[config.mk]
export PLATFORM = sky130hd
export DESIGN_NAME = csb_switch_ctrl
export DESIGN_NICKNAME = d
export VERILOG_FILES = /design/src/rtl/csb_switch_ctrl.sv
export SDC_FILE = /design/constraint.sdc
export NUM_CORES = 1
export LEC_CHECK = 0
export ABC_AREA = 1
export ABC_CLOCK_PERIOD_IN_PS = 3600
export CAP_MARGIN = 40
export CORE_AREA = 3 3 54 56
export CTS_CLUSTER_DIAMETER = 80
export DETAILED_ROUTE_END_ITERATION = 12
export DIE_AREA = 0 0 57 59
export DONT_BUFFER_PORTS = 1
export MAX_ROUTING_LAYER = met4
export SYNTH_ARGS = -nofsm -noshare
export SYNTH_HDL_FRONTEND = slang
export SYNTH_SLANG_ARGS = --single-unit
[constraint.sdc]
create_clock -name clk -period 3.6 [get_ports clk]
set_input_delay 0.54 -clock clk [delete_from_list [all_inputs] [get_ports clk]]
set_output_delay 0.54 -clock clk [all_outputs]
set_load 0.01 [all_outputs]
[src/rtl/csb_switch_ctrl.sv]
// csb_switch_ctrl
//
// Sequencer for a two-input glitch-free clock switch. A switch request is
// carried out in four timed phases: DRAIN turns off the clock enable of the
// current source, SWAP moves the select to the new source with both enables
// off, and SETTLE enables the new source. If the target source dies during
// SWAP or SETTLE, REVERT puts the select back on the old source and then
// re-enables it. Each timed phase lasts a fixed number of clk cycles, counted
// by an 8-bit down-counter that is loaded on state entry.
//
// Parameters:
//   PRESELECT  "CLK0" or "CLK1": source selected out of reset
//   OFF_CYC    DRAIN length in cycles (1..255)
//   SEL_CYC    SWAP length in cycles (1..255)
//   ON_CYC     SETTLE and REVERT length in cycles (1..255)
//
// Ports:
//   clk        free-running control clock, independent of the switched clocks
//   rstn       synchronous active-low reset
//   req_valid  switch request
//   req_src    requested source (0 = clki[0], 1 = clki[1])
//   req_ready  high while a request can be accepted (IDLE, out of reset)
//   src_alive  per-source activity, already synchronised to clk
//   sel        clock switch select, always one-hot (registered)
//   ce         clock switch enables, set bit always matches sel (registered)
//   cur_src    currently committed source (registered)
//   busy       high in any state other than IDLE
//   done       single-cycle completion pulse
//   err        sticky failure flag, cleared by the next accepted request
module csb_switch_ctrl #(
  parameter        PRESELECT = "CLK0",
  parameter int    OFF_CYC   = 4,
  parameter int    SEL_CYC   = 2,
  parameter int    ON_CYC    = 4
) (
  input  logic       clk,
  input  logic       rstn,
  input  logic       req_valid,
  input  logic       req_src,
  output logic       req_ready,
  input  logic [1:0] src_alive,
  output logic [1:0] sel,
  output logic [1:0] ce,
  output logic       cur_src,
  output logic       busy,
  output logic       done,
  output logic       err
);

  // An unsupported preselect or phase length is a configuration bug; stop
  // at elaboration rather than produce a switch with undefined behaviour.
  if (PRESELECT != "CLK0" && PRESELECT != "CLK1") begin : g_bad_preselect
    $fatal(1, "csb_switch_ctrl: PRESELECT must be \"CLK0\" or \"CLK1\"");
  end

  if (OFF_CYC < 1 || OFF_CYC > 255 || SEL_CYC < 1 || SEL_CYC > 255 ||
      ON_CYC < 1 || ON_CYC > 255) begin : g_bad_cycles
    $fatal(1, "csb_switch_ctrl: OFF_CYC, SEL_CYC and ON_CYC must be 1..255");
  end

  localparam logic       PRE_SRC = (PRESELECT == "CLK1");
  localparam logic [1:0] PRE_OH  = PRE_SRC ? 2'b10 : 2'b01;

  // The counter is loaded with length-1 and the phase ends when it reads 0,
  // so each phase occupies exactly its configured number of cycles.
  localparam logic [7:0] OFF_LD = 8'(OFF_CYC - 1);
  localparam logic [7:0] SEL_LD = 8'(SEL_CYC - 1);
  localparam logic [7:0] ON_LD  = 8'(ON_CYC - 1);

  typedef enum logic [2:0] {
    IDLE,
    DRAIN,
    SWAP,
    SETTLE,
    REVERT
  } state_e;

  function automatic logic [1:0] onehot(input logic src);
    return src ? 2'b10 : 2'b01;
  endfunction

  state_e     state_q, state_d;
  logic [7:0] cnt_q,   cnt_d;
  logic       tgt_q,   tgt_d;
  logic [1:0] sel_q,   sel_d;
  logic [1:0] ce_q,    ce_d;
  logic       cur_q,   cur_d;
  logic       done_q,  done_d;
  logic       err_q,   err_d;

  logic       accept;
  logic       tgt_alive;
  logic       cnt_zero;

  // req_ready is gated by rstn so no request can slip in while reset is held.
  assign req_ready = rstn && (state_q == IDLE);
  assign accept    = req_valid && req_ready;
  assign tgt_alive = src_alive[tgt_q];
  assign cnt_zero  = (cnt_q == 8'd0);

  assign sel     = sel_q;
  assign ce      = ce_q;
  assign cur_src = cur_q;
  assign busy    = (state_q != IDLE);
  assign done    = done_q;
  assign err     = err_q;

  // State and output registers.
  always_ff @(posedge clk) begin
    if (!rstn) begin
      state_q <= IDLE;
      cnt_q   <= 8'd0;
      tgt_q   <= PRE_SRC;
      sel_q   <= PRE_OH;
      ce_q    <= PRE_OH;
      cur_q   <= PRE_SRC;
      done_q  <= 1'b0;
      err_q   <= 1'b0;
    end else begin
      state_q <= state_d;
      cnt_q   <= cnt_d;
      tgt_q   <= tgt_d;
      sel_q   <= sel_d;
      ce_q    <= ce_d;
      cur_q   <= cur_d;
      done_q  <= done_d;
      err_q   <= err_d;
    end
  end

  // Next-state logic. A dead target in SWAP or SETTLE takes priority over
  // the phase counter expiring, including on the last SETTLE cycle.
  always_comb begin
    state_d = state_q;
    cnt_d   = cnt_q;
    case (state_q)
      IDLE: begin
        if (accept && (req_src != cur_q) && src_alive[req_src]) begin
          state_d = DRAIN;
          cnt_d   = OFF_LD;
        end
      end
      DRAIN: begin
        if (cnt_zero) begin
          state_d = SWAP;
          cnt_d   = SEL_LD;
        end else begin
          cnt_d = cnt_q - 8'd1;
        end
      end
      SWAP: begin
        if (!tgt_alive) begin
          state_d = REVERT;
          cnt_d   = ON_LD;
        end else if (cnt_zero) begin
          state_d = SETTLE;
          cnt_d   = ON_LD;
        end else begin
          cnt_d = cnt_q - 8'd1;
        end
      end
      SETTLE: begin
        if (!tgt_alive) begin
          state_d = REVERT;
          cnt_d   = ON_LD;
        end else if (cnt_zero) begin
          state_d = IDLE;
        end else begin
          cnt_d = cnt_q - 8'd1;
        end
      end
      REVERT: begin
        if (cnt_zero) begin
          state_d = IDLE;
        end else begin
          cnt_d = cnt_q - 8'd1;
        end
      end
      default: begin
        state_d = IDLE;
        cnt_d   = 8'd0;
      end
    endcase
  end

  // Output next values. sel and ce only change on state transitions, so the
  // enable is always dropped before the select moves and only raised once the
  // select has been stable for a full phase.
  always_comb begin
    tgt_d  = tgt_q;
    sel_d  = sel_q;
    ce_d   = ce_q;
    cur_d  = cur_q;
    done_d = 1'b0;
    err_d  = err_q;
    case (state_q)
      IDLE: begin
        if (accept) begin
          if (req_src == cur_q) begin
            done_d = 1'b1;
            err_d  = 1'b0;
          end else if (!src_alive[req_src]) begin
            done_d = 1'b1;
            err_d  = 1'b1;
          end else begin
            err_d = 1'b0;
            tgt_d = req_src;
            ce_d  = ce_q & ~onehot(cur_q);
          end
        end
      end
      DRAIN: begin
        if (state_d == SWAP) begin
          sel_d = onehot(tgt_q);
          ce_d  = 2'b00;
        end
      end
      SWAP, SETTLE: begin
        if (state_d == REVERT) begin
          sel_d = onehot(cur_q);
          ce_d  = 2'b00;
        end else if (state_q == SWAP && state_d == SETTLE) begin
          ce_d = onehot(tgt_q);
        end else if (state_d == IDLE) begin
          cur_d  = tgt_q;
          done_d = 1'b1;
        end
      end
      REVERT: begin
        if (state_d == IDLE) begin
          ce_d   = onehot(cur_q);
          err_d  = 1'b1;
          done_d = 1'b1;
        end
      end
      default: begin
        sel_d = onehot(cur_q);
        ce_d  = onehot(cur_q);
      end
    endcase
  end

endmodule

* Word level (Yosys, flattened, before mapping) *
Index checks and enable logic that the tools add are counted.

storage, ports and cells
  bits in registers = 19
  input bits = 6
  output and inout port bits = 9

operators by class
  add/subtract/negate cells = 1
  $lt $le $gt $ge = 2
  eq/ne operators = 17
  multiplexer cells = 42
  bitwise logic cells = 6
  reductions and logical operators = 17

operator list
  operator                                                     count
  2-to-1 mux 8 bit                                             6
  one-hot mux 8 bit (5 select lines)                           1
  2-to-1 mux 2 bit                                             11
  2-to-1 mux 3 bit                                             6
  one-hot mux 3 bit (5 select lines)                           1
  2-to-1 mux 1 bit                                             13
  equality test 3 x 2 -> 1 bit (second input constant)         4
  != test 2 bit (second input constant)                        5
  logical NOT 8 bit                                            1
  one-hot mux 2 bit (4 select lines)                           1
  AND reduction 4 bit                                          2
  subtractor 8 x 1 -> 8 bit (second input constant)            1
  equality test 3 bit (second input constant)                  2
  logical NOT 3 bit                                            2
  one-hot mux 2 bit (3 select lines)                           1
  AND reduction 3 bit                                          2
  AND reduction 6 bit                                          1
  logical AND 1 bit                                            5
  less-than comparator 1 x 2 -> 1 bit (second input constant)  2
  != test 2 x 1 -> 1 bit (second input constant)               2
  inverter 1 bit                                               4
  OR reduction 2 bit                                           2
  equality test 3 x 1 -> 1 bit (second input constant)         1
  != test 3 bit (second input constant)                        1
  8 further kinds                                              8

* Logic depth before layout (Yosys ltp) *
Gate-level depths: netlist (run 1).

  depth after elaboration = 12
  mapped depth = 14

* Worst setup path after synthesis (run 1) *
OpenSTA, ideal clock, no wires.

  kind = input -> register
  start point = in rstn
  end point = reg ce_q[1], in the netlist ce[1]
  arrival time = 1.580 ns
  setup slack = 1.906 ns
  stages = 12
  path buffers = 1
  path through = buf_2 -> nand3_2 -> nor2_4 -> nand2_4 -> nand2_4 -> inv_2 -> nor3_1 -> nand2_1 -> inv_2 -> nand2_1 -> nor2_1 -> nor2_1

between the ends
  cells in the longest elaborated chain, start to end = 10
  elaborated cells on any way between the ends = 18

ends and longest elaborated chain
  element                             line  RTL
  start: declaration                  37    input logic rstn,
  logical AND 1 bit                   96    assign req_ready = rstn && (state_q == IDLE);
  logical AND 1 bit                   97    assign accept = req_valid && req_ready;
  logical AND 1 bit (2 in a row)      138   if (accept && (req_src != cur_q) && src_alive[req_src]) begin
  2-to-1 mux 3 bit                    138
  one-hot mux 3 bit (5 select lines)  136   case (state_q)
  equality test 3 x 2 -> 1 bit        222   end else if (state_q == SWAP && state_d == SETTLE) begin
  logical AND 1 bit                   222
  != test 3 bit (no line)             -
  AND reduction 6 bit (no line)       -
  end signal: assignment              115   ce_q <= PRE_OH;
  end signal: assignment              124   ce_q <= ce_d;
  end: declaration                    86    logic [1:0] ce_q, ce_d;

Several ways; a longest one is shown, not always the timed one.
A chain may end at the register's enable or synchronous reset.

* Worst setup path in the final report (run 1) *
  start point = reg state_q[1]
  end point = out busy

between the ends
  cells in the longest elaborated chain, start to end = 1

ends and longest elaborated chain
  element                   line  RTL
  start: declaration        82    state_e state_q, state_d;
  start signal: assignment  120   state_q <= state_d;
  nonzero test 3 bit        104   assign busy = (state_q != IDLE);
  end: declaration          45    output logic busy,

Every way passes these cells.

==> reports/metrics.yaml, run 1 <==
layout:
  diodes: 0
  nets: 205
  final_common_cell: "nand2_1"
  drive_gt1_share_pct: 12.2
  fin_cells: 226
  final_cell_mix: "nand2_1 (50), inv_1 (25), nor2_1 (23)"
  syn_to_final_growth_pct: 4.21
floorplanning:
  pin_count: 15
  start_util_pct: 49.1
  die-area_um2: 3360
  die_h_um: 59
  coreArea_um2: 2480
  die_w_um: 57
  std_cell_rows: 18
route:
  wl_per_cell_um: 12.8
  wl_met1_um: 1470
  remaining_drc_errors: 0
  highest_layer: "met4"
  dr_total_vias: 1195
  wl_um: 2880
  ant_nets: 0
  drt_iter0_drc: 49
  wl_met3_um: 121
  dr.pass1.iters: 4
  route.met2.wl_um: 1280
  vias_per_cell: 5.29
grt:
  grt-ovfl-total: 0
  grt_max_degree: 11
  grt_pass1_wl_um: 4820
  track_usage_pct: 18.7
  antenna_found_initial: 0
  grt_pass1_vias: 1049
worst_setup_path:
  cp.required_ps: 3060
  critPathLaunchType: "register"
  arrival_ps: 1440
  crit_slowest_cell: "dfxtp_1"
  crit_type: "reg2out"
  crit_chain: "nor2_4 > inv_1 > nor2_1 > inv_1"
  worst-path-max-fanout: 4
  cpMostUsedCell: "inv_1"
  endpoint_kind: "output port"
  max_stage_delay_ps: 390
sta:
  period_needed_ps: 1980
  finalSetupViolations: 0
  finClkSkew_ps: 6.57
  finalCritPeriodShare_pct: 55.0
  worst_pin_slew_ps: 443
  rsz0062_at_grt: "false"
  tns_ps: 0
  slew_viol_final: 0
  slew_headroom_pct: 70.3
  hold_violations: 0
  fmaxAchievable_mhz: 505
  setup_slack_ps: 1620
power:
  power_mw: 0.504
  p_per_area_nw_per_um2: 397
  cellLeakagePower_nw: 0.602
  ir_worst_vdd_v: 0.000215
synthesis:
  syn-cell-area_um2: 1220
  synth.distinct_cells: 25
  ys_seq_area_share_pct: 31.2
  synth-simple-area-share_pct: 41.7
  netlist_top_cells_area: "dfxtp_1 (31%), nand2_1 (15%), inv_1 (7.7%), nor2_1 (7.1%), a21oi_1 (5.8%)"
  synth_top_cell_area_share_pct: 31.2
  synthAdderAreaFrac_pct: 2.06
  synth_xor_area_share_pct: 0
  ys_ff_latch: 19
  syn_inst: 194
  synth_mux_area_share_pct: 0
  syn-num-nets: 202
  synth_warnings: 0
  synth_area_per_cell_um2: 6.28
  yosys.area.top_type: "dfxtp_1"
  synth_top_family_by_area: "simple AND/OR/NAND/NOR gates"
  synth_compound_area_share_pct: 14.4
place:
  post-place-ws_ps: 1800
  routabilityCongestion: 0.907
  dp.cells: 222
  port_buffers: 0
  dp_hpwl_um: 2280
clock_network:
  cts_root_buffer: "clkbuf_4"
  tritoncts: "built"
  clock_sinks: 19
  cts_buffers: 3
  h-tree-depth: 1
  clk_pin_slew_ps: 110
  cts_resized: 0
  clk_latency_ps: 290
  cts_max_path_buffers: 2
  postCtsSetupBuffers: 0
  postCtsHoldBufs: 0
run:
  maxCapViolCount: 0
outcome:
  status: "completed"
min_path:
  hold_class: "in2reg"
[synthesized netlist by cell type]
cell type	instances
nand3_1	13
ha_1	2
a21oi_1	14
a31oi_1	1
buf_2	1
nor2_1	23
nand2_1	50
nor2_2	2
o21ai_2	1
dfxtp_1	19
nand3_2	1
o21ai_1	8
o21ai_0	10
nor3_1	1
or2_0	2
inv_1	25
nor2_4	4
nand2_2	3
nand2_4	2
inv_2	6
nor3_2	1
nand4_1	2
nand3b_1	1
nor3b_2	1
buf_4	1
[flip-flops by register name, indices dropped and copies added (netlist names)]
register / flops
state_q: 3
sel: 2
cur_src: 1
ce: 2
done: 1
err: 1
cnt_q: 8
tgt_q: 1
[final cells by class]
class	instances	area, µm²
Fill cell	285	1210
Multi-Input combinational cell	142	708
Sequential cell	19	380
Inverter	31	116
Tap cell	30	37.5
Clock buffer	4	26.3
[critical path: cells and delay by family, from the launching register on]
| kind | cells | cell delay [ps] |
|---|---|---|
| simple gates | 2 | 460 |
| flops | 1 | 390 |
| buf+inv | 2 | 300 |
[logic make-up after synthesis]
logic type               count (synthesis)
AND/OR/NAND/NOR                        106
flip-flops                              19
buffers and inverters                   33
adder cells (fa/ha/maj)                  2
AO/OA/AOI/OAI                           34
[routing by layer]
layer | vias up | global-route usage, %
li1 | 623 | -
met1 | 547 | 27.5
met2 | 21 | 26.4
met3 | 4 | 3.05
met4 | 0 | 5.30
met5 | - | -
[power breakdown]
part | leakage [nW] | internal (mW) | switching [mW]
sequential | 0.155 | 0.227 | 0.0176
clock | 0.0150 | 0.0431 | 0.0658
combinational | 0.432 | 0.0498 | 0.101
[final timing paths]
path | slack, ps | depth (start not counted) | endpoint | start
worst max register to register | 1740 | 14 | sel[0] | cnt_q[0]
worst min-delay path | 310 | 1 | sel[0] | rstn
worst min register to register | 500 | 2 | cnt_q[0] | cnt_q[0]
worst max-delay path | 1620 | 4 | busy | state_q[1]
[through the flow]
step,utilization (%),hold WS [ps],area (µm²)
after floorplan,-,457,1220
after global placement,50.2,482,1240
after detailed placement,50.2,487,1240
after CTS,51.2,309,1270
after global routing,51.2,291,1270
final,51.2,308,1270
(Power assumes the default switching activity.)
==> run 2, diff against run 1 <==
--- a/config.mk
+++ b/config.mk
@@ -5,8 +5,8 @@
 export SDC_FILE = /design/constraint.sdc
 export NUM_CORES = 1
 export LEC_CHECK = 0
-export ABC_AREA = 1
-export ABC_CLOCK_PERIOD_IN_PS = 3600
+export ABC_AREA = 0
+export ABC_CLOCK_PERIOD_IN_PS = 2000
 export CAP_MARGIN = 40
 export CORE_AREA = 3 3 54 56
 export CTS_CLUSTER_DIAMETER = 80
==> constraint.sdc (replaced) <==
create_clock -name clk -period 2 [get_ports clk]
set_input_delay 0.3 -clock clk [delete_from_list [all_inputs] [get_ports clk]]
set_output_delay 0.3 -clock clk [all_outputs]
set_load 0.01 [all_outputs]
==> reports/metrics.yaml, run 2 <==
outcome:
  status: "completed"
grt:
  grt-ovfl-total: 0
  grt_pass1_wl_um: 4760
  grt_max_degree: 16
  antenna_found_initial: 0
  grt_pass1_vias: 1052
  track_usage_pct: 18.7
power:
  ir_worst_vdd_v: 0.000482
  p_sw_mw: 0.253
  combPwrFrac_pct: 24.7
  cellLeakagePower_nw: 0.545
  switching_share_pct: 31.1
  p_int_mw: 0.560
  p_seq_share_pct: 50.0
  p_per_area_nw_per_um2: 577
  p_clk_share_pct: 25.3
floorplanning:
  std_cell_rows: 18
  die_w_um: 57
  coreArea_um2: 2480
  die_h_um: 59
  pin_count: 15
  die-area_um2: 3360
  start_util_pct: 50.4
worst_setup_path:
  crit_chain: "buf_4 > or4_1 > nor2_4 > nand2_1 > or4_1 > a31oi_1"
  r2r_end: "cnt_q[7]"
  cp.required_ps: 2240
  crit_slowest_cell: "or4_1"
  ff2ff_path_depth: 6
  cpMostUsedCell: "or4_1"
  max_stage_delay_ps: 580
  endpoint_kind: "register"
  reg2reg_slack_ps: 80
  crit_type: "reg2reg"
  arrival_ps: 2160
  r2r_start: "cnt_q[0]"
  critPathLaunchType: "register"
  worst-path-max-fanout: 4
clock_network:
  clock_sinks: 19
  h-tree-depth: 1
  cts_buffers: 3
  tritoncts: "built"
  postCtsSetupBuffers: 0
  cts_root_buffer: "clkbuf_4"
  cts_max_path_buffers: 2
  clk_latency_ps: 300
  clk_pin_slew_ps: 120
sta:
  finalSetupViolations: 0
  fmaxAchievable_mhz: 520
  rsz0062_at_grt: "false"
  finalCritPeriodShare_pct: 96.2
  tns_ps: 0
  hold_ws_ps: 111
  slew_headroom_pct: 61.5
  hold_violations: 0
  slew_viol_final: 0
  period_needed_ps: 1920
  worst_pin_slew_ps: 576
  finClkSkew_ps: 4.73
route:
  dr.pass1.iters: 4
  wl_per_cell_um: 15.5
  dr_total_vias: 1194
  remaining_drc_errors: 0
  drt_iter0_drc: 57
  ant_nets: 0
  vias_per_cell: 6.22
  wl_um: 2980
synthesis:
  syn_inst: 154
  synth.distinct_cells: 50
  yosys.area.top_type: "dfxtp_1"
  synth_top_cell_area_share_pct: 30.5
  synth-simple-area-share_pct: 26.9
  synth_top_family_by_area: "compound AO/OA/AOI/OAI gates"
  ys_ff_latch: 19
  synth_mux_area_share_pct: 4.91
  ys_seq_area_share_pct: 30.5
  yosys-top-cells-count: "dfxtp_1 (19), nor2_1 (17), a21oi_1 (12)"
  synth_xor_area_share_pct: 0.702
  syn-num-nets: 162
  netlist_top_cells_area: "dfxtp_1 (30%), nor2_1 (5.1%), a21oi_1 (4.8%), o21ai_0 (4.4%), a31oi_1 (4.0%)"
  synth_edf_count: 0
  synth_warnings: 0
  yosysMostFrequentCell: "dfxtp_1"
  synthAdderAreaFrac_pct: 2.01
  synthFlopType: "dfxtp_1"
  synth_area_per_cell_um2: 8.10
  syn-cell-area_um2: 1250
  synth_compound_area_share_pct: 28.9
  async_reset_ff_share_pct: 0
run:
  maxCapViolCount: 0
min_path:
  hold_class: "in2reg"
  hold_end: "state_q[0]"
  hold_depth: 1
  hold_start: "rstn"
layout:
  syn_to_final_growth_pct: 12.8
  largest_reg_flops: 8
  diodes: 0
  reg_top3: "cnt_q: 8 flops, state_q: 3 flops"
  final_cell_mix: "nor2_1 (17), dfxtp_1 (17), buf_4 (13)"
  drive_gt1_share_pct: 25.3
  nets: 171
  largest_register: "cnt_q"
  n_fill_cell: 239
place:
  port_buffers: 0
  dp_hpwl_um: 2230
  routabilityCongestion: 0.893
run 2: changes by cell type after synthesis, moves of 5 or more:
cell and delta:
o21ai_1 -8, inv_2 -6, nand3_1 -12, a31oi_1 +7, nand2_1 -39, inv_1 -19
mux2i_1 +5, nor2_1 -6
run 2: how the worst max path moves through the flow:
stage | startpoint | endpoint | slack (ps) | cells past startpoint
2_1_floorplan | cnt_q[0] | cnt_q[0] | 40 | 10
3_3_place_gp | cnt_q[0] | cnt_q[0] | 90 | 9
3_5_place_dp | cnt_q[0] | cnt_q[0] | 10 | 9
4_1_cts | cnt_q[0] | cnt_q[0] | 20 | 9
5_1_grt | cnt_q[0] | cnt_q[0] | 4 | 9
6_report | cnt_q[0] | cnt_q[7] | 80 | 6
run 2: metrics by stage:
step | power [mW] | instances | worst slack, ps | util (%) | instance area [µm²]
detailed placement | 0.594 | 188 | 11.4 | 53.9 | 1340
global route | 0.861 | 192 | 4.32 | 56.8 | 1410
finish | 0.812 | 192 | 76.9 | 56.8 | 1410
CTS | 0.806 | 192 | 17.1 | 55.5 | 1370
global placement | 0.591 | 188 | 93.3 | 53.9 | 1340
floorplan | 0.546 | 154 | 35.9 | - | 1250
run 2: metal layers:
layer  part of all wire, %  wire (µm)  GRT usage (%)  vias up
met3                   7.0        209           3.49        4
met4                  0.70         21           5.96        0
met2                    47       1400           29.2       38
met5                     0          0              -        -
met1                    45       1350           24.7      563
li1                      -          -              -      589
run 2: critical path: cells and delay by family, from the launching register on:
family / cells / cell delay [ps]
and+or+nand+nor: 4 / 1200
DFF: 1 / 340
AOI/OAI and AO/OA: 1 / 170
buffers and inverters: 1 / 140
run 2: cell families after synthesis:
group / Yosys count
xor gates and xnor gates: 1
adders and majority gates: 2
AOI/OAI and AO/OA: 52
buffers and inverters: 16
and+or+nand+nor: 58
DFF: 19
muxes: 6
run 2: power groups by stage:
stage          Combinational (mW)  Sequential, mW  Clock [mW]
3_3_place_gp                0.178           0.413           0
3_5_place_dp                0.181           0.413           0
4_1_cts                     0.185           0.405       0.216
6_report                    0.201           0.406       0.206
2_1_floorplan               0.133           0.413           0
5_1_grt                     0.221           0.408       0.232
run 2: repair_timing:
item / CTS / global route
pin swaps: 0 / 2
hold buffers: 0 / 0
gates resized for setup: 1 / 11
cloned: 0 / 0
setup endpoints to repair: 1 / 6
run 2: layout make-up:
type / instances / area (µm²) / share of cell area [%]
clock inverters: 1 / 7.51 / 0.533
repair buffers: 13 / 97.6 / 6.93
well taps: 30 / 37.5 / 2.67
clock buffers: 3 / 22.5 / 1.60
multi-input cells: 119 / 831 / 59.0
flip-flops and latches: 19 / 383 / 27.2
inverters: 7 / 28.8 / 2.04
